===== src/rtl/uart_pkg.sv =====
// uart_pkg
//   Shared definitions for the UART transmit path.
//   - DATA_W               : serial payload width (one byte)
//   - DEFAULT_CLKS_PER_BIT : 100 MHz system clock / 115200 baud
//   - tx_state_e           : transmitter FSM encoding. PARITY is always
//                            enumerated so the encoding stays the same
//                            whether or not parity is built in.
//   - even_parity()        : XOR of the data bits.
package uart_pkg;

  localparam int DATA_W               = 8;
  localparam int DEFAULT_CLKS_PER_BIT = 868;

  typedef enum logic [2:0] {
    ST_IDLE    = 3'd0,
    ST_START   = 3'd1,
    ST_DATA    = 3'd2,
    ST_PARITY  = 3'd3,
    ST_STOP    = 3'd4,
    ST_CLEANUP = 3'd5
  } tx_state_e;

  function automatic logic even_parity(input logic [DATA_W-1:0] d);
    return ^d;
  endfunction

endpackage


===== src/rtl/uart_tx_unit_if.sv =====
// uart_tx_if
//   Byte-source side of the UART transmitter.
//   Signals:
//     i_TX_DV     source -> tx   start strobe
//     i_TX_Byte   source -> tx   byte to send
//     o_TX_Active tx -> source   high from start bit through stop bit
//     o_TX_Serial tx -> pin      serial line, idles high
//     o_TX_Done   tx -> source   one-cycle pulse after the stop bit
//     dbg_state   tx -> observer current FSM state (tx_state_e encoding)
//   Modports: master = byte source, slave = transmitter.
//
//   Handshake: i_TX_DV is a valid-only strobe with no ready. A byte is taken
//   only on an edge where i_TX_DV=1 and the transmitter is IDLE; at any other
//   time the strobe and byte are ignored. The source paces itself with
//   o_TX_Active / o_TX_Done. Holding i_TX_DV high sends frames back to back.
interface uart_tx_if;
  import uart_pkg::*;

  logic              i_TX_DV;
  logic [DATA_W-1:0] i_TX_Byte;
  logic              o_TX_Active;
  logic              o_TX_Serial;
  logic              o_TX_Done;
  logic [2:0]        dbg_state;

  modport master (
    output i_TX_DV,
    output i_TX_Byte,
    input  o_TX_Active,
    input  o_TX_Serial,
    input  o_TX_Done,
    input  dbg_state
  );

  modport slave (
    input  i_TX_DV,
    input  i_TX_Byte,
    output o_TX_Active,
    output o_TX_Serial,
    output o_TX_Done,
    output dbg_state
  );

endinterface


===== src/rtl/uart_tx_unit_bit_timer.sv =====
// uart_bit_timer
//   Counts the cycles of one serial bit. The counter runs 0..CLKS_PER_BIT-1
//   and o_tick is high during the last cycle of each bit, so the FSM moves
//   to the next bit on the edge that ends the current one.
//   Ports:
//     i_Clock  in  system clock
//     i_Reset  in  synchronous active-high reset
//     i_clear  in  hold the counter at 0 (FSM outside a bit)
//     o_tick   out last cycle of the current bit
//   CLKS_PER_BIT must be >= 2.
module uart_bit_timer #(
  parameter int CLKS_PER_BIT = 868
) (
  input  logic i_Clock,
  input  logic i_Reset,
  input  logic i_clear,
  output logic o_tick
);

  localparam int              CNT_W = $clog2(CLKS_PER_BIT);
  localparam logic [CNT_W-1:0] LAST = CNT_W'(CLKS_PER_BIT - 1);

  logic [CNT_W-1:0] cnt;
  logic             at_last;

  assign at_last = (cnt == LAST);
  assign o_tick  = at_last && !i_clear;

  always_ff @(posedge i_Clock) begin
    if (i_Reset || i_clear) begin
      cnt <= '0;
    end else if (at_last) begin
      cnt <= '0;
    end else begin
      cnt <= cnt + 1'b1;
    end
  end

endmodule


===== src/rtl/uart_tx_unit.sv =====
// uart_tx_unit
//   Byte-wide UART transmitter, 8N1 by default: start bit, 8 data bits LSB
//   first, stop bit, each CLKS_PER_BIT clocks long. The serial line is
//   driven straight from a flop, so it never glitches.
//   Ports:
//     i_Clock  in  system clock, rising edge
//     i_Reset  in  synchronous active-high reset; aborts any frame without
//                  a done pulse
//     tx       uart_tx_if.slave (strobe/byte in, active/serial/done/state out)
//   Parameters:
//     CLKS_PER_BIT  clocks per serial bit, >= 2
//   Build option:
//     UART_TX_PARITY_EN  when defined, an even-parity bit follows the data
//                        bits (11-bit frame).
//   Frame timing with N = CLKS_PER_BIT and DV accepted at edge E0:
//     bit k is on the line for edges E0+kN .. E0+kN+N-1, done pulses at
//     E0+(bits)N, IDLE again at E0+(bits)N+1, next accept at +2.
module uart_tx_unit
  import uart_pkg::*;
#(
  parameter int CLKS_PER_BIT = DEFAULT_CLKS_PER_BIT
) (
  input  logic    i_Clock,
  input  logic    i_Reset,
  uart_tx_if.slave tx
);

  localparam logic [2:0] S_IDLE    = ST_IDLE;
  localparam logic [2:0] S_START   = ST_START;
  localparam logic [2:0] S_DATA    = ST_DATA;
  localparam logic [2:0] S_PARITY  = ST_PARITY;
  localparam logic [2:0] S_STOP    = ST_STOP;
  localparam logic [2:0] S_CLEANUP = ST_CLEANUP;

  logic [2:0]        state;
  logic [DATA_W-1:0] tx_byte;
  logic [2:0]        bit_idx;
  logic [2:0]        next_idx;
  logic              serial;
  logic              active;
  logic              done;
  logic              timer_clear;
  logic              bit_tick;

  // The timer sits at zero whenever no bit is being timed, so the first
  // bit after acceptance gets a full N cycles.
  assign timer_clear = (state == S_IDLE) || (state == S_CLEANUP);
  assign next_idx    = bit_idx + 3'd1;

  uart_bit_timer #(
    .CLKS_PER_BIT (CLKS_PER_BIT)
  ) u_bit_timer (
    .i_Clock (i_Clock),
    .i_Reset (i_Reset),
    .i_clear (timer_clear),
    .o_tick  (bit_tick)
  );

  // Serial/active/done are registered together with the state change,
  // so every output edge lines up with the bit boundary.
  always_ff @(posedge i_Clock) begin
    if (i_Reset) begin
      state   <= S_IDLE;
      tx_byte <= '0;
      bit_idx <= '0;
      serial  <= 1'b1;
      active  <= 1'b0;
      done    <= 1'b0;
    end else begin
      case (state)
        S_IDLE: begin
          serial <= 1'b1;
          active <= 1'b0;
          done   <= 1'b0;
          if (tx.i_TX_DV) begin
            tx_byte <= tx.i_TX_Byte;
            bit_idx <= '0;
            serial  <= 1'b0;
            active  <= 1'b1;
            state   <= S_START;
          end
        end

        S_START: begin
          if (bit_tick) begin
            bit_idx <= '0;
            serial  <= tx_byte[0];
            state   <= S_DATA;
          end
        end

        S_DATA: begin
          if (bit_tick) begin
            if (bit_idx == 3'd7) begin
`ifdef UART_TX_PARITY_EN
              serial <= even_parity(tx_byte);
              state  <= S_PARITY;
`else
              serial <= 1'b1;
              state  <= S_STOP;
`endif
            end else begin
              bit_idx <= next_idx;
              serial  <= tx_byte[next_idx];
            end
          end
        end

        // Only reachable with parity built in.
        S_PARITY: begin
          if (bit_tick) begin
            serial <= 1'b1;
            state  <= S_STOP;
          end
        end

        S_STOP: begin
          if (bit_tick) begin
            active <= 1'b0;
            done   <= 1'b1;
            state  <= S_CLEANUP;
          end
        end

        S_CLEANUP: begin
          done  <= 1'b0;
          state <= S_IDLE;
        end

        default: begin
          serial <= 1'b1;
          active <= 1'b0;
          done   <= 1'b0;
          state  <= S_IDLE;
        end
      endcase
    end
  end

  assign tx.o_TX_Serial = serial;
  assign tx.o_TX_Active = active;
  assign tx.o_TX_Done   = done;
  assign tx.dbg_state   = state;

endmodule


===== src/flat_wrapper.sv =====
// flat-port wrapper written by rule: the top's interface ports become plain ports
module uart_tx_unit_flat import uart_pkg::*;
#(
  parameter int CLKS_PER_BIT = DEFAULT_CLKS_PER_BIT
)
  (i_Clock, i_Reset, tx_i_TX_DV, tx_i_TX_Byte, tx_o_TX_Active, tx_o_TX_Serial, tx_o_TX_Done, tx_dbg_state);
  uart_tx_if tx_i ();
  input  logic i_Clock;
  input  logic i_Reset;
  input wire logic [$bits(tx_i.i_TX_DV)-1:0] tx_i_TX_DV;
  input wire logic [$bits(tx_i.i_TX_Byte)-1:0] tx_i_TX_Byte;
  output wire logic [$bits(tx_i.o_TX_Active)-1:0] tx_o_TX_Active;
  output wire logic [$bits(tx_i.o_TX_Serial)-1:0] tx_o_TX_Serial;
  output wire logic [$bits(tx_i.o_TX_Done)-1:0] tx_o_TX_Done;
  output wire logic [$bits(tx_i.dbg_state)-1:0] tx_dbg_state;
  assign tx_i.i_TX_DV = tx_i_TX_DV;
  assign tx_i.i_TX_Byte = tx_i_TX_Byte;
  assign tx_o_TX_Active = tx_i.o_TX_Active;
  assign tx_o_TX_Serial = tx_i.o_TX_Serial;
  assign tx_o_TX_Done = tx_i.o_TX_Done;
  assign tx_dbg_state = tx_i.dbg_state;
  uart_tx_unit #(.CLKS_PER_BIT(CLKS_PER_BIT)) u_core (.i_Clock(i_Clock), .i_Reset(i_Reset), .tx(tx_i));
endmodule

===== config.mk =====
export PLATFORM = sky130hd
export DESIGN_NAME = uart_tx_unit_flat
export DESIGN_NICKNAME = d
export VERILOG_FILES = /design/src/rtl/uart_pkg.sv /design/src/rtl/uart_tx_unit_if.sv /design/src/rtl/uart_tx_unit_bit_timer.sv /design/src/rtl/uart_tx_unit.sv /design/src/flat_wrapper.sv
export SDC_FILE = /design/constraint.sdc
export NUM_CORES = 1
export LEC_CHECK = 0
export ABC_AREA = 0
export CORE_MARGIN = 2
export CORE_UTILIZATION = 53
export CTS_CLUSTER_DIAMETER = 100
export DETAILED_ROUTE_END_ITERATION = 8
export PLACE_DENSITY = 0.79
export SLEW_MARGIN = 20
export SYNTH_ARGS = -nofsm -noshare
export SYNTH_HDL_FRONTEND = slang
export SYNTH_HIERARCHICAL = 1
export SYNTH_SLANG_ARGS = --single-unit

===== constraint.sdc =====
create_clock -name i_Clock -period 2.2 [get_ports i_Clock]
set_input_delay 0.44 -clock i_Clock [delete_from_list [all_inputs] [get_ports i_Clock]]
set_output_delay 0.44 -clock i_Clock [all_outputs]
set_load 0.02 [all_outputs]

* Word-level counts from Yosys, hierarchy flattened
Index checks and enable logic that the tools add are counted.
Operators by class: order comparisons 1, bitwise gates (word level) 3, multiplexer cells 24, reduce and logical (&&, ||, !) cells 16, $add $sub $neg 2, equal/unequal tests 14
Operators by type and width (count):
- 3-bit two-way mux | 10
- 3-bit one-hot mux with 5 select lines | 1
- 10-bit by 1-bit adder with 10-bit output, second input constant | 1
- 10-bit equality test, second input constant | 1
- 2-bit by 1-bit inequality test with 1-bit output, second input constant | 5
- 3-bit equality test, second input constant | 3
- 3-bit one-hot mux with 3 select lines | 1
- 1-bit two-way mux | 8
- 3-bit by 2-bit equality test with 1-bit output, second input constant | 2
- 2-bit AND reduction | 3
- 6-bit AND reduction | 1
- 1-bit one-hot mux with 5 select lines | 1
- 5-bit AND reduction | 1
- 3-bit by 4-bit less-than comparator with 1-bit output, second input constant | 1
- 2-bit inequality test, second input constant | 2
- 4-bit AND reduction | 1
- 2-bit OR reduction | 2
- 4-bit OR reduction | 1
- 3-bit by 1-bit adder with 3-bit output, second input constant | 1
- 1-bit binary-select mux with 3-bit select | 1
- 3-bit by 1-bit equality test with 1-bit output, second input constant | 1
- 3-bit zero test | 1
- 1-bit NOT | 3
- 1-bit one-hot mux with 3 select lines | 1
- 6 further kinds | 7
Storage, ports and cells: flip-flop bits (word level) 27, word-level logic and storage cells 67, output and inout port bits 6, input port bits 11

* Logic depth before layout (Yosys ltp)
Gate-level depths: netlist of the first run.
depth in word-level cells 6, mapped depth 9, gate-level depth less buffers 8

* By module
The synthesis of the first run kept the hierarchy.
Modules (own cells, without submodules):
- uart_tx_unit | instances 1, cells each 108, area an instance 859.6 um^2, sequential area each 340.3 um^2
- uart_bit_timer | instances 1, cells each 55, area an instance 464.2 um^2, sequential area each 200.2 um^2

* Worst setup path after synthesis of the first run
No wires, ideal clock.
path type register to register, from reg u_core.state[2] (netlist: u_core/tx.dbg_state[2]), to reg u_core.state[0] (netlist: u_core/tx.dbg_state[0]), cell stages (with the launch flop) 10, buffers on the path 2, path slack 0.197 ns, library setup time 0.128 ns, data arrival time 1.875 ns, required time 2.072 ns, clock period less this slack 2.003 ns, path through dfxtp_1 -> clkbuf_1 -> xor2_1 -> nor2_1 -> nor3_1 -> clkbuf_1 -> nand2b_1 -> a21oi_1 -> a31oi_1 -> nor2_1
Between the ends: cells in the longest elaborated chain, start to end 6, elaborated cells on any way between the ends 17, those cells by class eq/ne: 11; mux: 1; reduce/logical: 5
Ends and longest elaborated chain:
- start: declaration | line uart_tx_unit.sv:35 | logic [2:0] state;
- start signal: assignment | line uart_tx_unit.sv:63 | state <= S_IDLE;
- start signal: assignment | line uart_tx_unit.sv:80 | state <= S_START;
- start signal: assignment | line uart_tx_unit.sv:88 | state <= S_DATA;
- 3-bit equality test / 3-bit zero test (equally long branches) | line uart_tx_unit.sv:47 | assign timer_clear = (state == S_IDLE) || (state == S_CLEANUP);
- 1-bit logical OR * | line uart_tx_unit.sv:47
- named net u_core.timer_clear | line uart_tx_unit.sv:42 | logic timer_clear;
- 1-bit zero test * | line uart_tx_unit_bit_timer.sv:27 | assign o_tick = at_last && !i_clear;
- 1-bit logical AND * | line uart_tx_unit_bit_timer.sv:27
- named net u_core.bit_tick | line uart_tx_unit.sv:43 | logic bit_tick;
- 2-bit by 1-bit inequality test with 1-bit output (no line)
- 6-bit AND reduction (no line) *
The timed path passes the listed nets; every way through them passes the cells marked *. A chain may end at the register's enable or synchronous reset.

* Worst setup path after layout of the first run
from reg u_core.state[1] (netlist: u_core/tx.dbg_state[1]), to out tx_dbg_state[1]
RTL lines:
- end: declaration | line flat_wrapper.sv:15 | output wire logic [$bits(tx_i.dbg_state)-1:0] tx_dbg_state;
No word-level cell between the ends.

==> results, run 1 <==
- The number of vias after detailed routing is 1,161.
- Static timing analysis puts the maximum clock frequency at 495 MHz.
- Counting along the longest clock path gives a buffer depth of 2.
- Sequential elements use 40.8% of the synthesized area.
- The worst setup path is of the reg -> out kind.
- The die height is 54.0 um.
- The global placement routability congestion is 0.803.
- The final number of hold-violating endpoints is 0.
- The total die area is roughly 0.0029 mm^2.
- Setup violations remaining at the end of the flow were counted as 0.
- The relative slew slack is 73.1%.
- The clock net in this run drives a total of 27 sinks.
- The max-capacitance violation count is 0.
- The top cell type by area accounts for 40.8% of the synthesized area.
- In this run the tool buffered the top-level ports with 16 buffer cells.
- The min-delay analysis places its worst path in the category reg -> reg.
- The worst setup path is launched from a flop.
- From synthesis to final layout, the design area changed by 16.7%.
- The initial antenna violation count was 0.
- Before antenna repair, the detailed router went through 4 iterations.
- The cell count after synthesis came out at 163.
- For this design, the slowest cell found on the critical path is sky130_fd_sc_hd__clkdlybuf4s50_1.
- The repair_antennas step left the layout with diodes totalling 0.
- The kind of cell with the highest combined delay on the critical path is buffers and inverters.
- After detailed routing, the average wire length per cell comes to 12.5 um.
- After clock tree synthesis, the setup repair step added 0 buffers.
- Entering global routing, the biggest net connects 20 pins.
- The number of nets handed over by synthesis was 177.
- Of all nets on the critical path, the largest fanout is 13.
- After routing the design area is 0.00155 mm^2.
- The half-perimeter wire length after placement is 1.91 mm.
- A synthesized cell averages 8.12 um^2.
- The final-layout setup total negative slack is 0 ns.
- The Yosys step of the flow raised 6 warnings.
- The worst-case IR drop observed on VDD is between 0.3 and 0.4 mV.
- The signal on the critical path passes through clkdlybuf4s50_1.
- The depth of the CTS H-tree is 1.
- sky130_fd_sc_hd__dfxtp_1 takes more of the synthesized area than any other cell.
- Dividing total power by cell area gives a power density of 531 mW/mm^2.
- TritonCTS created 3 clock buffers.
- The endpoint class of the critical path is an output port.
- The worst path required time is 1.76 ns.
- For this configuration, the core starts out at a cell density of 54.9%.
- Clock-pin slew was measured on the worst setup and hold paths at 0.13 ns.
- The run finished with clean final reports.
- The die width is 54.0 um.
- The buffers plus inverters on the worst setup path is 1.
- Setup repair after global routing left no endpoint under its margin.
- The minimum period implied by the final worst setup slack is between 2 and 2.5 ns.
- The clock reaches the later pin of the worst-skew pair after 0.32 ns.
- In this run the remaining antenna-violating nets after routing total 0.
- The clock tree from TritonCTS is built.
- Sorting the synthesized cells by area gives the leading types as sky130_fd_sc_hd__dfxtp_1 (41%), sky130_fd_sc_hd__nand2_1 (7.4%), sky130_fd_sc_hd__a21oi_1 (6.0%).
- In the final design database the tool counted 193 nets.
- The global routing usage summed across all routing layers is slightly below 20%.
- Synthesis instantiated 35 different standard cells from the library.
- The number of slew-limit violations in the final report is 0.
- For this run the aggregate overflow at the end of global routing stands at 0.
- The boundary pin count is 17.
- Wires add up to 2.60 mm.
- For the pin with the worst max-slew slack, the measured transition is roughly 0.40 ns.
- In this run, synthesis produced a sequential element count of 27.
- For this run, the slowest stage of the critical path takes 0.68 ns.
- The arrival time reported for the critical path endpoint is 1.58 ns.
- The number of global-route vias before repair is 971.
- The number of DRC violations after detailed routing is 0.
- For this block, the initial DRC count from the detailed router was 38.
- The post-route netlist has 8.43% of its cells at a drive strength greater than 1.
- In the synthesized netlist the async set-or-reset flop fraction comes to 0%.
- The mapped netlist covers 0.00132 mm^2.
- The placeable core area is roughly 0.0024 mm^2.
- The detailed-route vias per instance is approximately 5.6.
- The post-place instance area is about 0.0015 mm^2.
- For the final database, setup skew stands at roughly 0.012 ns.
- Counting flops with a built-in enable in the synthesized netlist gives 0.
- The post-route fraction of the period consumed by the critical path is roughly 92%.
- Among all flip-flop cells after synthesis, the most frequent one is sky130_fd_sc_hd__dfxtp_1.
- Summed over all cells, the static leakage comes to 0.000542 uW.
- Clock tree synthesis selected as its root buffer the cell sky130_fd_sc_hd__clkbuf_4.
- The floorplan has 18 rows.
- The first global-routing pass estimated 4.22 mm of wire.
- The cts-stage hold buffer count is 0.
==> kinds of logic (layout without fill, tap and decap cells) <==
| family | Yosys count | count (layout) | share of synthesized area (%) |
|---|---|---|---|
| compound gates | 38 | 38 | 16.6 |
| xor+xnor | 6 | 6 | 3.97 |
| buf+inv | 13 | 28 | 3.88 |
| flops | 27 | 27 | 40.8 |
| fa+ha+maj | 3 | 3 | 2.84 |
| simple gates | 73 | 73 | 27.0 |
| mux | 3 | 3 | 4.82 |
==> layer usage <==
layer  global-route usage [%]  vias to the layer above  part of all wire, %  routed length, um
li1                         -                      592                    -                  -
met3                     2.50                        2                  4.9                127
met1                     26.1                      540                   47               1230
met4                     5.00                        0                 0.58                 15
met5                        0                        -                    0                  0
met2                     33.5                       27                   47               1230
==> cells in the mapped netlist, types with 2 or more instances <==
cell / number
sky130_fd_sc_hd__dfxtp_1: 27
sky130_fd_sc_hd__nand2_1: 26
sky130_fd_sc_hd__nor2_1: 17
sky130_fd_sc_hd__a21oi_1: 16
sky130_fd_sc_hd__o21ai_0: 8
sky130_fd_sc_hd__a31oi_1: 6
sky130_fd_sc_hd__clkbuf_1: 5
sky130_fd_sc_hd__inv_1: 5
sky130_fd_sc_hd__nand2b_1: 5
sky130_fd_sc_hd__nand3_1: 5
sky130_fd_sc_hd__nor3_1: 5
sky130_fd_sc_hd__ha_1: 3
sky130_fd_sc_hd__nor2b_1: 3
sky130_fd_sc_hd__xnor2_1: 3
sky130_fd_sc_hd__xor2_1: 3
sky130_fd_sc_hd__a22oi_1: 2
sky130_fd_sc_hd__buf_2: 2
sky130_fd_sc_hd__mux4_1: 2
sky130_fd_sc_hd__nor3b_1: 2
sky130_fd_sc_hd__o211ai_1: 2
sky130_fd_sc_hd__or3_1: 2
==> flip-flops by register name, summed over array words and instances, names as in the netlist <==
| name | cells |
|---|---|
| u_core/bit_idx | 3 |
| u_core/tx_byte | 8 |
| u_core/tx.dbg_state | 3 |
| u_core/u_bit_timer/cnt | 10 |
| u_core/tx.o_TX_Active | 1 |
| u_core/tx.o_TX_Serial | 1 |
| u_core/tx.o_TX_Done | 1 |
==> path summary, 6_finish.rpt <==
path | from | endpoint | slack (ns) | depth (start not counted)
worst max-delay path | u_core/tx.dbg_state[1]$_SDFFE_PP0P_ | tx_dbg_state[1] | 0.18 | 1
worst min-delay path | u_core/tx_byte[2]$_SDFFE_PP0P_ | u_core/tx_byte[2]$_SDFFE_PP0P_ | 0.46 | 2
worst max register to register | u_core/bit_idx[0]$_SDFFE_PP0P_ | u_core/tx.o_TX_Serial$_SDFFE_PP1P_ | 0.32 | 5
worst min register to register | u_core/tx_byte[2]$_SDFFE_PP0P_ | u_core/tx_byte[2]$_SDFFE_PP0P_ | 0.46 | 2
==> what timing repair did <==
item	in CTS	in global routing
setup endpoints to repair	0	1
endpoints found under the hold margin	0	0
resized for setup	0	1
==> cells in the final DEF (no fill, tap or decap) <==
cell                               n
sky130_fd_sc_hd__clkinv_2          1
sky130_fd_sc_hd__o21ai_1           1
sky130_fd_sc_hd__and3_1            1
sky130_fd_sc_hd__nor4b_2           1
sky130_fd_sc_hd__a21oi_1          16
sky130_fd_sc_hd__o211ai_1          2
sky130_fd_sc_hd__nand3_2           1
sky130_fd_sc_hd__dfxtp_1          27
sky130_fd_sc_hd__mux4_1            2
sky130_fd_sc_hd__xnor2_1           3
sky130_fd_sc_hd__or3b_2            1
sky130_fd_sc_hd__mux2_2            1
sky130_fd_sc_hd__clkdlybuf4s50_1  16
sky130_fd_sc_hd__nand2b_1          5
sky130_fd_sc_hd__clkbuf_4          3
sky130_fd_sc_hd__nor2_4            1
sky130_fd_sc_hd__nand3b_1          1
sky130_fd_sc_hd__o21bai_1          1
sky130_fd_sc_hd__o21ai_0           8
sky130_fd_sc_hd__a31oi_1           6
sky130_fd_sc_hd__nor3_1            5
sky130_fd_sc_hd__nand3_1           5
sky130_fd_sc_hd__o31a_1            1
sky130_fd_sc_hd__ha_1              3
sky130_fd_sc_hd__o21bai_2          1
sky130_fd_sc_hd__and4_2            1
sky130_fd_sc_hd__buf_4             3
sky130_fd_sc_hd__or3_1             2
sky130_fd_sc_hd__inv_1             5
sky130_fd_sc_hd__xor2_1            3
sky130_fd_sc_hd__nor3b_1           2
sky130_fd_sc_hd__nor2_1           17
sky130_fd_sc_hd__nor2b_1           3
sky130_fd_sc_hd__nand2_1          26
sky130_fd_sc_hd__a22oi_1           2
sky130_fd_sc_hd__or2_2             1
==> layout make-up <==
type                       count  area, um^2
clock buffer                   3        22.5
timing repair buffer          19         183
tap                           30        37.5
fill                         199         865
inverter                       5        18.8
clock inverter                 1        5.00
multi-input combinational    123         738
sequential                    27         541
==> report_power, final <==
| part | total [uW] | leakage (uW) | internal [uW] | switching (uW) |
|---|---|---|---|---|
| Combinational | 94.4 | 0.000305 | 48.2 | 46.2 |
| Clock | 209 | 0.0000177 | 68.0 | 141 |
| Sequential | 517 | 0.000220 | 504 | 12.5 |
==> per-stage QoR <==
stage	util [%]	hold slack [ns]	total power (uW)	setup WS, ns	instances
2_1_floorplan	-	0.430	584	0.197	163
3_3_place_gp	62.7	0.439	618	0.189	204
3_5_place_dp	62.7	0.443	622	0.153	204
4_1_cts	63.9	0.462	830	0.158	208
5_1_grt	64.1	0.478	860	0.0945	208
6_report	64.1	0.463	821	0.179	208
Note: power is estimated with default switching activity, not from simulation.
==> inputs of run 2 (changes only) <==
==> constraint.sdc (replaced) <==
create_clock -name i_Clock -period 2.2 [get_ports i_Clock]
set_input_delay 0.44 -clock i_Clock [delete_from_list [all_inputs] [get_ports i_Clock]]
set_output_delay 0.44 -clock i_Clock [all_outputs]
set_load 0.1 [all_outputs]
==> run 2 against run 1 <==
  * Via count shrank 2.2%
  * Hold slack gained 0.0019 ns
  * Die area is the same
  * Flip-flop and latch count is the same
  * Maximum frequency grew 2.1%
  * Critical path depth grew 6
  * Register-to-register slack lost 0.099 ns
  * Count of clock-buffer cells in the layout is the same
==> results, run 2 (synthesis gave the netlist of run 1 again) <==
- The total power divided by cell area came to 561 mW/mm^2 (+5.7%).
- The post-CTS resize count is 0 (unchanged).
- The measured slew at the worst slew-check pin came to 0.558 ns (+0.155 ns).
- The fraction of final layout cells sized beyond drive strength 1 is 12.9% (+4.5 points).
- The net switching power is 237 uW (+18%).
- The insertion delay of the later-clocked pin in the worst-skew pair is 0.33 ns (about the same).
- The global routing usage summed across all routing layers was 19.4% (-0.26 points).
- The post-route non-filler standard cell count was 208 (unchanged).
- The boundary pin count was 17 (unchanged).
- The clock tree from TritonCTS is built.
- The global placement routability congestion is 0.769 (-4.3%).
- The half-perimeter wire length after placement was 1.81 mm (-5.4%).
- The cts-stage hold buffer count was 0 (unchanged).
- The final standard cell utilization of the core is 63.5% (-0.62 points).
- The largest voltage drop on the vdd net is 0.404 mV (+2.8%).
- The number of DRC violations after detailed routing is 0 (unchanged).
- The maximum buffer depth of the clock tree came to 2 (unchanged).
- The arrival time reported for the critical path endpoint is 2.25 ns (+0.67 ns).
- The max-capacitance violation count came to 0 (unchanged).
- The starting utilization of the core area is 54.9% (unchanged).
- The die width is 54.0 um (unchanged).
- The setup violation total in the final timing report is 0 (unchanged).
- Setup repair after global routing left no endpoint under its margin.
- The depth of the CTS H-tree was 1 (unchanged).
- The number of cells in the design after placement came to 204 (unchanged).
- The internal power of the cells came to 622 uW (+0.25%).
- The register with the most flip-flops in the final layout is u_core/u_bit_timer/cnt.
- The cell leakage power is 0.000546 uW (+0.72%).
- The maximum fanout count along the critical path came to 10 (-3).
- The switching fraction of total power came to 27.6% (+3.2 points).
- The count of buffers inserted at the top-level ports came to 16 (unchanged).
- The number of sinks on the clock net was 27 (unchanged).
- The worst hold slack across all endpoints is 0.465 ns (+0.00195 ns).
- Compared with the post-synthesis result, the final layout area differs by 15.6%.
- The proportion of power drawn by flip-flops and latches is 60.2% (-2.8 points).
- The number of inserted diodes is 0 (unchanged).
- The post-route fraction of the period consumed by the critical path came to 89.9% (-1.9 points).
- The clock-pin transition on the worst setup and hold timing paths is 0.15 ns (+0.02 ns).
- The tightest min-delay check is of the reg -> reg type.
- The final-layout setup total negative slack is 0 ns (unchanged).
- The largest registers in the layout are u_core/u_bit_timer/cnt (10), u_core/tx_byte (8).
- The number of antenna-violating nets in the routed design is 0 (unchanged).
- The number of buffers inserted during clock tree synthesis is 3 (unchanged).
- The first-pass iteration count of the detailed router came to 4 (unchanged).
- The portion of total power attributed to combinational logic is 14.0% (+2.5 points).
- The post-route clock skew is 0.00117 ns (-0.0112 ns).
- The final number of hold-violating endpoints is 0 (unchanged).
- Leaving out fill and tap cells, the most frequent cells in the layout are sky130_fd_sc_hd__nand2_1 (26), sky130_fd_sc_hd__dfxtp_1 (24), sky130_fd_sc_hd__nor2_1 (17), sky130_fd_sc_hd__a21oi_1 (16), sky130_fd_sc_hd__clkdlybuf4s50_1 (10).
- The critical path in this run is classified as reg -> reg.
- The worst path required time is 2.47 ns (+0.71 ns).
- The flow ran to the end, and the final reports show no timing, DRC or antenna violations.
- The total die area is 0.00291 mm^2 (unchanged).
- The total setup buffers inserted after CTS was 0 (unchanged).
- STA classifies the critical path startpoint as a flop.
- The post-place instance area is 0.00150 mm^2 (-0.74%).
- The relative slew slack is 62.3% (-11 points).
- The final non-filler cell area is 0.00153 mm^2 (-0.97%).
- The number of slew-limit violations in the final report is 0 (unchanged).
- The first-pass GRT wire length is 4.06 mm (-3.7%).
- The endpoint class of the critical path is a flop.
- The overall overflow remaining after global route is 0 (unchanged).
- The initial antenna violation count is 0 (unchanged).
- The number of flip-flops under the largest register name is 10 (unchanged).
- The library cell used most frequently in the layout, excluding fill and tap cells, is sky130_fd_sc_hd__nand2_1.
- The clock power share came to 25.9% (+0.4 points).
- The peak clock frequency supported by timing is 505 MHz (+2.1%).
- The placeable core area is 0.00241 mm^2 (unchanged).
- The total of fill cells in the finished design was 212 (+6.5%).
- The final net count is 193 (unchanged).
- The number of global-route vias before repair was 971 (unchanged).
- The minimum period implied by the final worst setup slack is 1.98 ns (-0.0420 ns).
- The pin count of the biggest net entering global routing is 17 (-15%).
- The total wire length after detailed routing was 2.54 mm (-2.3%).
- The detailed-route vias per instance came to 5.46 (-2.2%).
- The site row count is 18 (unchanged).
- The detailed-route wire length per cell came to 12.2 um (-2.3%).
- The clock tree root buffer cell is sky130_fd_sc_hd__clkbuf_4.
- The number of violations reported at the end of detailed-routing iteration 0 came to 15 (-61%).
- The number of vias after detailed routing came to 1,136 (-2.2%).
- The die height is 54.0 um (unchanged).
## run 2: cell count changes in the layout (fill, tap and decap cells not counted), sizes merged
cell	change
clkinv	-1
buf	+6
clkinvlp	+1
clkdlybuf4s50	-6
## run 2: cell type report
type	count	area, um^2	area share (%)
well taps	30	37.5	2.45
clock inverters	1	7.51	0.491
repair buffers	19	168	11.0
flip-flops and latches	27	544	35.6
multi-input cells	123	732	47.8
inverters	5	18.8	1.23
clock buffers	3	22.5	1.47
## run 2: power by group through the flow
stage | Combinational [uW] | Sequential, uW | Clock, uW
2_1_floorplan | 56.7 | 554 | 0
3_3_place_gp | 117 | 527 | 0
3_5_place_dp | 119 | 528 | 0
4_1_cts | 120 | 517 | 233
5_1_grt | 131 | 520 | 243
6_report | 120 | 517 | 222
## run 2: routing by layer
metal | global-route usage (%) | routed length, um
met1 | 25.4 | 1230
met2 | 31.1 | 1180
met4 | 6.25 | 19
met5 | 0 | 0
met3 | 5.00 | 112
## run 2: critical path, stage by stage, from the launching register on
cell,delay (ns)
sky130_fd_sc_hd__dfxtp_1,0.39
sky130_fd_sc_hd__nor4b_1,0.55
sky130_fd_sc_hd__nand2_1,0.19
sky130_fd_sc_hd__nor3_1,0.17
sky130_fd_sc_hd__buf_4,0.19
sky130_fd_sc_hd__and3_1,0.21
sky130_fd_sc_hd__o21ai_0,0.09
sky130_fd_sc_hd__a31oi_1,0.13
## run 2: path summary, 6_finish.rpt
check,cells after the start,from,end,slack [ns]
min,2,u_core/tx_byte[7]$_SDFFE_PP0P_,u_core/tx_byte[7]$_SDFFE_PP0P_,0.46
min reg2reg,2,u_core/tx_byte[7]$_SDFFE_PP0P_,u_core/tx_byte[7]$_SDFFE_PP0P_,0.46
max,7,u_core/u_bit_timer/cnt[3]$_SDFF_PP0_,u_core/bit_idx[0]$_SDFFE_PP0P_,0.22
max reg2reg,7,u_core/u_bit_timer/cnt[3]$_SDFF_PP0_,u_core/bit_idx[0]$_SDFFE_PP0P_,0.22
## run 2: per-stage QoR
stage / power (uW) / setup slack [ns]
5_1_grt: 893 / 0.00602
2_1_floorplan: 611 / 0.0128
3_3_place_gp: 644 / 0.194
3_5_place_dp: 647 / 0.162
6_report: 859 / 0.221
4_1_cts: 870 / 0.250
==> inputs of run 3 (changes only) <==
- ABC_AREA: 0 -> 1
- CORE_UTILIZATION: 53 -> 54
- PLACE_DENSITY: 0.79 -> 0.8
==> run 3 against run 2 <==
  * Count of clock-buffer cells in the layout is the same
  * Hold slack got worse by 0.0035 ns
  * Via count increased by 14%
  * Critical path depth rose by 6
  * Final cell count up 23%
  * Combinational power grew to 7.9 times the previous value
  * Cell area grew 5.6%
  * Die area increased by 3.7%
  * Flip-flop and latch count unchanged
  * Core utilization up 1.7 points
  * Critical endpoint is now u_core/bit_idx[1]$_SDFFE_PP0P_
==> results, run 3 <==
- The flow ran to the end, and the final reports show no timing, DRC or antenna violations.
- The fraction of registers with async set or reset after synthesis is 0% (unchanged).
- The global routing usage summed across all routing layers was 20.6% (+1.2 points).
- The synthesized net count came to 220 (+24%).
- The number of sinks on the clock net was 27 (unchanged).
- The worst setup path is launched from a flop.
- The endpoint class of the critical path is a flop.
- The boundary pin count is 17 (unchanged).
- The global placement routability congestion is 0.858 (+12%).
- The number of DRC violations after detailed routing is 0 (unchanged).
- The minimum period implied by the final worst setup slack is 1.98 ns (-0.00205 ns).
- The number of violations reported at the end of detailed-routing iteration 0 is 26 (+11).
- The post-route clock skew came to 0.00606 ns (+0.00488 ns).
- The initial antenna violation count was 0 (unchanged).
- The number of vias after detailed routing was 1,294 (+14%).
- The cts-stage hold buffer count is 0 (unchanged).
- The starting utilization of the core area is 56.6% (+1.7 points).
- The clock-pin transition on the worst setup and hold timing paths is 0.15 ns (about the same).
- The post-route fraction of the period consumed by the critical path is 89.9% (-0.093 points).
- The peak clock frequency supported by timing is 506 MHz (+0.10%).
- The detailed-route vias per instance is 5.07 (-7.1%).
- Setup repair after global routing left no endpoint under its margin.
- The cell area after synthesis is 0.00140 mm^2 (+6.0%).
- The post-place instance area is 0.00159 mm^2 (+5.7%).
- The die height is 55.0 um (+1.8%).
- The cell leakage power is 0.000679 uW (+24%).
- The site row count is 18 (unchanged).
- The final net count is 240 (+24%).
- The number of buffers inserted during clock tree synthesis is 3 (unchanged).
- The number of inserted diodes is 0 (unchanged).
- The top cell types in the final layout, fill and taps aside, are sky130_fd_sc_hd__nand2_1 (47), sky130_fd_sc_hd__nor2_1 (47), sky130_fd_sc_hd__dfxtp_1 (24), sky130_fd_sc_hd__inv_1 (19), sky130_fd_sc_hd__nand3_1 (12).
- The first-pass iteration count of the detailed router is 4 (unchanged).
- In this run the worst hold path is classified as reg -> reg.
- The final-layout setup total negative slack is 0 ns (unchanged).
- In the post-synthesis netlist, the biggest area contributors are sky130_fd_sc_hd__dfxtp_1 (39%), sky130_fd_sc_hd__nand2_1 (13%), sky130_fd_sc_hd__nor2_1 (13%).
- The number of global-route vias before repair is 1,135 (+17%).
- The post-CTS resize count is 0 (unchanged).
- The register with the most flip-flops is u_core/u_bit_timer/cnt.
- The number of warning messages in the yosys log was 6 (unchanged).
- The arrival time reported for the critical path endpoint was 2.21 ns (-0.04 ns).
- The largest registers in the layout are u_core/u_bit_timer/cnt (10), u_core/tx_byte (8).
- In this run the clock root is driven by a sky130_fd_sc_hd__clkbuf_4.
- The most used flip-flop cell after synthesis is sky130_fd_sc_hd__dfxtp_1.
- Sorting the synthesized cells by how often they occur yields sky130_fd_sc_hd__nand2_1 (47), sky130_fd_sc_hd__nor2_1 (47), sky130_fd_sc_hd__dfxtp_1 (27), sky130_fd_sc_hd__inv_1 (19), sky130_fd_sc_hd__nand3_1 (12).
- The total setup buffers inserted after CTS is 0 (unchanged).
- The number of slew-limit violations in the final report is 0 (unchanged).
- The number of antenna-violating nets in the routed design came to 0 (unchanged).
- The mean area per synthesized cell was 6.81 um^2 (-16%).
- The fraction of final layout cells sized beyond drive strength 1 is 14.2% (+1.3 points).
- The part of the Yosys area used for sequential elements is 38.5% (-2.3 points).
- The number of enable-type register cells in the synthesized netlist is 0 (unchanged).
- The max-capacitance violation count came to 0 (unchanged).
- The measured slew at the worst slew-check pin is 0.316 ns (-0.242 ns).
- The overall overflow remaining after global route came to 0 (unchanged).
- The total die area came to 0.00302 mm^2 (+3.7%).
- The maximum buffer depth of the clock tree is 2 (unchanged).
- The leading area contributor after synthesis is sky130_fd_sc_hd__dfxtp_1.
- The final non-filler cell area is 0.00162 mm^2 (+5.6%).
- The synthesized instance count is 206 (+26%).
- The total wire length after detailed routing is 2.66 mm (+4.6%).
- The die width came to 55.0 um (+1.8%).
- The pin count of the biggest net entering global routing is 17 (unchanged).
- The number of flip-flops under the largest register name is 10 (unchanged).
- The maximum fanout count along the critical path was 8 (-2).
- The largest voltage drop on the vdd net is 0.836 mV (+110%).
- The count of buffers inserted at the top-level ports came to 16 (unchanged).
- The half-perimeter wire length after placement is 2.07 mm (+14%).
- The placeable core area came to 0.00248 mm^2 (+2.8%).
- The number of flip-flops and latches in the synthesized netlist is 27 (unchanged).
- The setup violation total in the final timing report is 0 (unchanged).
- The final number of hold-violating endpoints came to 0 (unchanged).
- TritonCTS built the clock tree.
- The depth of the CTS H-tree is 1 (unchanged).
- The worst path required time is 2.43 ns (-0.04 ns).
- The share of the synthesized area in the top cell type is 38.5% (-2.3 points).
- The total power divided by cell area is 1160 mW/mm^2 (+110%).
- The post-synthesis to final-layout area growth is 15.2%.
- The relative slew slack was 78.9% (+17 points).
- The first-pass GRT wire length is 4.60 mm (+13%).
- The final standard cell utilization of the core is 65.2% (+1.7 points).
- The number of library cell types mapped by synthesis came to 25 (-29%).
- The kind of critical path is reg -> reg.
- The insertion delay of the later-clocked pin in the worst-skew pair was 0.32 ns (about the same).
- The detailed-route wire length per cell is 10.4 um (-15%).
## run 3: cell count changes in the layout (fill, tap and decap cells not counted), moves of 3 or more
cell                       change
sky130_fd_sc_hd__o21ai_1       +8
sky130_fd_sc_hd__o21ai_0       -4
sky130_fd_sc_hd__nor2b_1       -3
sky130_fd_sc_hd__a21oi_2       +3
sky130_fd_sc_hd__inv_1        +14
sky130_fd_sc_hd__nand2b_1      -5
sky130_fd_sc_hd__a21oi_1       -9
sky130_fd_sc_hd__inv_2         +4
sky130_fd_sc_hd__a31oi_1       -6
sky130_fd_sc_hd__nor2_2        +3
sky130_fd_sc_hd__nor2_1       +30
sky130_fd_sc_hd__nand2_1      +21
sky130_fd_sc_hd__nand3_1       +7
## run 3: cells by family (layout without fill, tap and decap cells)
kind of cell / after synthesis / count (layout) / synth area share (%)
adders and majority gates: 3 / 3 / 2.68
AOI/OAI and AO/OA: 24 / 24 / 9.55
buffers and inverters: 25 / 44 / 6.96
and+or+nand+nor: 124 / 124 / 40.4
DFF: 27 / 27 / 38.5
xor gates and xnor gates: 3 / 3 / 1.87
## run 3: stage by stage
step / total power (uW) / std cells / hold WS [ns] / setup WS (ns)
final: 1870 / 255 / 0.461 / 0.223
after global routing: 2040 / 255 / 0.505 / 0.00477
after CTS: 1890 / 255 / 0.459 / 0.212
after detailed placement: 1670 / 251 / 0.439 / 0.272
after global placement: 1650 / 251 / 0.431 / 0.353
after floorplan: 1480 / 206 / 0.417 / 0.149
## run 3: worst max-delay path, cell delays in order (launching register included)
cell and delay, ns:
sky130_fd_sc_hd__dfxtp_2 0.47, sky130_fd_sc_hd__nor2_4 0.08, sky130_fd_sc_hd__inv_2 0.08, sky130_fd_sc_hd__nor2_4 0.04
sky130_fd_sc_hd__inv_2 0.10, sky130_fd_sc_hd__o21ai_0 0.11, sky130_fd_sc_hd__nor2_1 0.26, sky130_fd_sc_hd__inv_1 0.13
sky130_fd_sc_hd__o21ai_1 0.19, sky130_fd_sc_hd__nand2_1 0.09, sky130_fd_sc_hd__nor2_1 0.17, sky130_fd_sc_hd__nand2_1 0.07
sky130_fd_sc_hd__nand2_1 0.06, sky130_fd_sc_hd__nor2_1 0.03
## run 3: layout make-up
class                   count  area (um^2)
fillers                   243          862
clock buffers               3         22.5
inverters                  23         86.3
repair buffers             17          153
clock inverters             1         7.51
well taps                  30         37.5
flip-flops and latches     27          544
multi-input cells         154          764
## run 3: worst paths after layout
check	start	end	slack (ns)	cells past startpoint
min	u_core/u_bit_timer/cnt[0]$_SDFF_PP0_	u_core/u_bit_timer/cnt[0]$_SDFF_PP0_	0.46	1
max reg2reg	u_core/tx.dbg_state[0]$_SDFFE_PP0P_	u_core/bit_idx[1]$_SDFFE_PP0P_	0.22	13
max	u_core/tx.dbg_state[0]$_SDFFE_PP0P_	u_core/bit_idx[1]$_SDFFE_PP0P_	0.22	13
min reg2reg	u_core/u_bit_timer/cnt[0]$_SDFF_PP0_	u_core/u_bit_timer/cnt[0]$_SDFF_PP0_	0.46	1
## run 3: routing by layer
metal  vias up  routed length (um)  GRT usage [%]
met4         0                  20           4.88
met2        30                1280           36.1
met3         2                 124           2.42
met5         -                   0              0
met1       574                1230           27.0
li1        688                   -              -
## run 3: power breakdown
group / internal, uW / switching [uW]
sequential: 603 / 103
clock: 69.3 / 145
combinational: 286 / 660
